$ cat config.mk
export PLATFORM = sky130hd
export DESIGN_NAME = syscon_rstseq
export DESIGN_NICKNAME = d
export VERILOG_FILES = /design/src/rtl/syscon_rstseq.sv
export SDC_FILE = /design/constraint.sdc
export NUM_CORES = 1
export LEC_CHECK = 0
export BUFFER_PORTS_ARGS = -buffer_cell sky130_fd_sc_hd__buf_4
export CAP_MARGIN = 20
export CORE_MARGIN = 8
export CORE_UTILIZATION = 35
export DETAILED_ROUTE_END_ITERATION = 12
export PLACE_DENSITY = 0.58
export SYNTH_ARGS = -nofsm -noshare
export SYNTH_HDL_FRONTEND = slang
export SYNTH_SLANG_ARGS = --single-unit
export TNS_END_PERCENT = 10
$ cat constraint.sdc
create_clock -name clk -period 5.2 [get_ports clk]
set_clock_uncertainty 0.05 [all_clocks]
set_input_delay 1.04 -clock clk [delete_from_list [all_inputs] [get_ports clk]]
set_output_delay 1.04 -clock clk [all_outputs]
set_load 0.01 [all_outputs]
$ cat src/rtl/syscon_rstseq.sv
// syscon_rstseq: synchronizes the release of an active-low system reset,
// holds every downstream domain in reset for a fixed time, then releases the
// domains one at a time in ascending index order. From RUN, a one-cycle
// software request replays the hold/release sequence without re-synchronizing.
module syscon_rstseq #(
  parameter int unsigned SYNC_STAGES = 2,  // >= 2
  parameter int unsigned NUM_DOMAINS = 4,  // 1..8
  parameter int unsigned HOLD_CYCLES = 8,  // >= 1
  parameter int unsigned STAGE_GAP   = 4   // >= 1
) (
  input  logic                   clk,
  input  logic                   rst,
  input  logic                   sw_rst_req,
  output logic [NUM_DOMAINS-1:0] rst_out,
  output logic                   ready,
  output logic [2:0]             state
);

  localparam int unsigned CNT_MAX = (HOLD_CYCLES > STAGE_GAP) ? HOLD_CYCLES : STAGE_GAP;
  localparam int unsigned CNT_W   = $clog2(CNT_MAX + 1);
  localparam int unsigned IDX_W   = $clog2(NUM_DOMAINS + 1);

  typedef enum logic [2:0] {
    ST_SYNC    = 3'd0,
    ST_HOLD    = 3'd1,
    ST_RELEASE = 3'd2,
    ST_RUN     = 3'd3,
    ST_SWRST   = 3'd4
  } state_e;

  state_e                 state_q, state_d;
  logic [SYNC_STAGES-1:0] sync_q, sync_d;
  logic [CNT_W-1:0]       cnt_q, cnt_d;
  logic [IDX_W-1:0]       idx_q, idx_d;
  logic [NUM_DOMAINS-1:0] rst_out_q, rst_out_d;
  logic                   ready_q, ready_d;
  logic                   sync_hi_c;

  // Deassertion synchronizer: shifts in a constant 1 once rst is released.
  // The FSM state flop acts as the capture stage of the chain, so the
  // SYNC->HOLD move happens on the same edge the last stage goes high.
  assign sync_d    = {sync_q[SYNC_STAGES-2:0], 1'b1};
  assign sync_hi_c = sync_d[SYNC_STAGES-1];

  // Next-state, counter and output logic.
  always_comb begin
    state_d   = state_q;
    cnt_d     = cnt_q;
    idx_d     = idx_q;
    rst_out_d = rst_out_q;

    case (state_q)
      ST_SYNC: begin
        rst_out_d = '1;
        cnt_d     = '0;
        idx_d     = '0;
        if (sync_hi_c) begin
          state_d = ST_HOLD;
        end
      end

      ST_HOLD: begin
        rst_out_d = '1;
        if (cnt_q == CNT_W'(HOLD_CYCLES - 1)) begin
          // Hold expired: domain 0 comes out on this edge.
          state_d   = ST_RELEASE;
          rst_out_d = {NUM_DOMAINS{1'b1}} << 1;
          idx_d     = IDX_W'(1);
          cnt_d     = '0;
        end else begin
          cnt_d = cnt_q + CNT_W'(1);
        end
      end

      ST_RELEASE: begin
        if (idx_q == IDX_W'(NUM_DOMAINS)) begin
          // Last domain already released on the previous edge.
          state_d = ST_RUN;
          cnt_d   = '0;
        end else if (cnt_q == CNT_W'(STAGE_GAP - 1)) begin
          // Releasing the lowest still-held domain keeps ascending order.
          rst_out_d = rst_out_q << 1;
          idx_d     = idx_q + IDX_W'(1);
          cnt_d     = '0;
        end else begin
          cnt_d = cnt_q + CNT_W'(1);
        end
      end

      ST_RUN: begin
        if (sw_rst_req) begin
          state_d   = ST_SWRST;
          rst_out_d = '1;
        end
      end

      ST_SWRST: begin
        state_d   = ST_HOLD;
        rst_out_d = '1;
        cnt_d     = '0;
        idx_d     = '0;
      end

      default: begin
        state_d   = ST_SYNC;
        rst_out_d = '1;
        cnt_d     = '0;
        idx_d     = '0;
      end
    endcase
  end

  // ready is registered alongside state so it tracks RUN exactly.
  assign ready_d = (state_d == ST_RUN);

  // State, counters, synchronizer and registered outputs.
  always_ff @(posedge clk or negedge rst) begin
    if (!rst) begin
      sync_q    <= '0;
      state_q   <= ST_SYNC;
      cnt_q     <= '0;
      idx_q     <= '0;
      rst_out_q <= '1;
      ready_q   <= 1'b0;
    end else begin
      sync_q    <= sync_d;
      state_q   <= state_d;
      cnt_q     <= cnt_d;
      idx_q     <= idx_d;
      rst_out_q <= rst_out_d;
      ready_q   <= ready_d;
    end
  end

  assign rst_out = rst_out_q;
  assign ready   = ready_q;
  assign state   = state_q;

endmodule

==> metrics.yaml <==
final_nets: 101
cp_max_fo: 19
grt_pass1_vias: 691
drive_above_1_share_pct: 24.5
drc_errors: 0
cts_tree: "built"
wl_per_cell_um: 14.4
drt_iter0_drc: 21
yosysWarnings: 0
n_fill_cell: 249
worst_pin_slew_ns: 0.535
dp_hpwl_mm: 1.27
ys_seq_area_share_pct: 46.4
cpMaxStageDelayCell: "dfrtp_1"
core_um2: 2410
finalCritPeriodShare_pct: 43.6
synth.net_count: 90
cp_slowest_stage_delay_ns: 0.67
report.final.hold_viol_count: 0
leakage_uw: 0.000437
startpoint_type: "flip-flop"
die_w_um: 66.0
clkSinkCount: 16
antenna_cells: 0
clk_path_buf_depth: 2
power_density_nw_per_um2: 458
hold_class: "reg -> reg"
place.gp.congestion: 0.777
cts_setup_buffers: 0
track_usage_pct: 9.24
ys.flop_type: "dfrtp_1"
post_synth_num_cell_types: 40
io_pins: 11
crit_type: "reg -> out"
rsz0062_at_grt: "no"
status: "finished, final reports clean"
start_util_pct: 36.2
path_delay_family: "flip-flops"
clk_latency_ns: 0.29
cts-htree-levels: 1
power_uw: 457
layout_commonest_cell: "dfrtp_1"
cts-buffers-inserted: 3
vias: 666
fin_crit_ns: 2.27
grt_pass1_wl_mm: 3.19
cts_hold_buf: 0
antenna_found_initial: 0
path_cells: "buf_4"
final_cell_mix: "dfrtp_1 (12), buf_4 (10), inv_1 (6), nand3b_1 (6), a21oi_1 (6)"
cp_data_arrival_time_ns: 1.18
slew_viol_final: 0
critPathBufInv: 1
cts.repair.resized: 0
async_reset_ff_share_pct: 100
areaGrowthSynthToFinish_pct: 14.2
fin_util_pct: 41.4
regToRegSetupSlack_ns: 3.30
synth_edf_count: 0
ant_nets: 0
syn_area_per_cell_um2: 10.4
cap_viol_max_count: 0
fmax_mhz: 441
finalWirelength_mm: 1.79
synth_cells: 84
finalSetupViolCount: 0
final.setup.tns_ns: 0
die_h_um: 66.0
timing.slew.headroom_pct: 64.3
grt-ovfl-total: 0
ctsRootBufferMaster: "clkbuf_4"
via_per_inst: 5.37
ys_seq_elements: 16
syn-cell-area_um2: 873
critPathRequiredTime_ns: 4.11
critPathCaptureType: "primary output"
rows: 18
port_buffers: 10
firstDrtPassIters: 4
clk_pin_slew_worst_paths_ns: 0.09
peakVddDrop_mv: 0.304
grt_max_degree: 20
die_area_um2: 4350
## through the flow
step / cell area (um2) / cells / hold slack, ns / setup WS [ns]
finish: 997 / 124 / 0.454 / 2.93
global route: 997 / 124 / 0.480 / 2.88
CTS: 997 / 124 / 0.457 / 2.93
detailed placement: 961 / 120 / 0.439 / 3.11
global placement: 961 / 120 / 0.441 / 3.13
floorplan: 873 / 84 / 0.421 / 3.28
## report_power, final
group	internal (uW)	total, uW	switching (uW)
Clock	42.7	83.7	41.0
Combinational	88.5	173	84.8
Sequential	152	200	47.5
Total	283	457	173
## sequential cells by signal, indices dropped and copies added (netlist names)
register / count
cnt_q: 4
rst_out: 4
idx_q: 3
state: 3
ready: 1
sync_q: 1
## tightest hold or removal path, delay by kind of cell, from the launching register on
kind / cells / cell delay (ns)
flip-flops: 1 / 0.38
AO/OA/AOI/OAI: 1 / 0.07
buffers and inverters: 1 / 0.04
## metal layers
layer / track usage, % / routed length [um] / up-vias
met4: 5.60 / 44 / 0
met5: 0 / 0 / -
met3: 1.69 / 49 / 7
li1: - / - / 327
met2: 15.3 / 867 / 9
met1: 10.8 / 823 / 323
## cell type report
cell class	instances	area [um2]	share of cell area [%]
sequential	16	405	40.7
inverter	6	22.5	2.26
timing repair buffer	10	75.1	7.53
clock buffer	4	36.3	3.64
multi-input combinational	58	420	42.2
tap	30	37.5	3.76
## synthesized netlist by cell type, types with 3 or more instances
| master | n | share of area (%) |
|---|---|---|
| dfrtp_1 | 12 | 34 |
| a21oi_1 | 6 | 3.4 |
| inv_1 | 6 | 2.6 |
| nand3b_1 | 6 | 5.2 |
| dfstp_2 | 4 | 12 |
| ha_1 | 3 | 4.3 |
| nand2_1 | 3 | 1.3 |
| o21ai_0 | 3 | 1.7 |
| o22a_1 | 3 | 3.0 |
## logic make-up after synthesis
logic type,Yosys count,share of synthesized area [%]
and+or+nand+nor,27,20.5
AOI/OAI and AO/OA,25,20.8
DFF,16,46.4
buffers and inverters,10,5.44
adders and majority gates,3,4.30
other,1,0.429
xor gates and xnor gates,1,1.00
muxes,1,1.15
## worst paths after layout
kind                              end  cells after the start  startpoint
max reg2reg                  cnt_q[3]                      5    cnt_q[0]
min reg2reg                rst_out[0]                      2  rst_out[0]
min in group asynchronous       ready                      1         rst
max                          state[0]                      1    state[0]
min                        rst_out[0]                      2  rst_out[0]
max in group asynchronous  rst_out[3]                      1         rst
No activity file was read; power rests on OpenSTA's default activity.
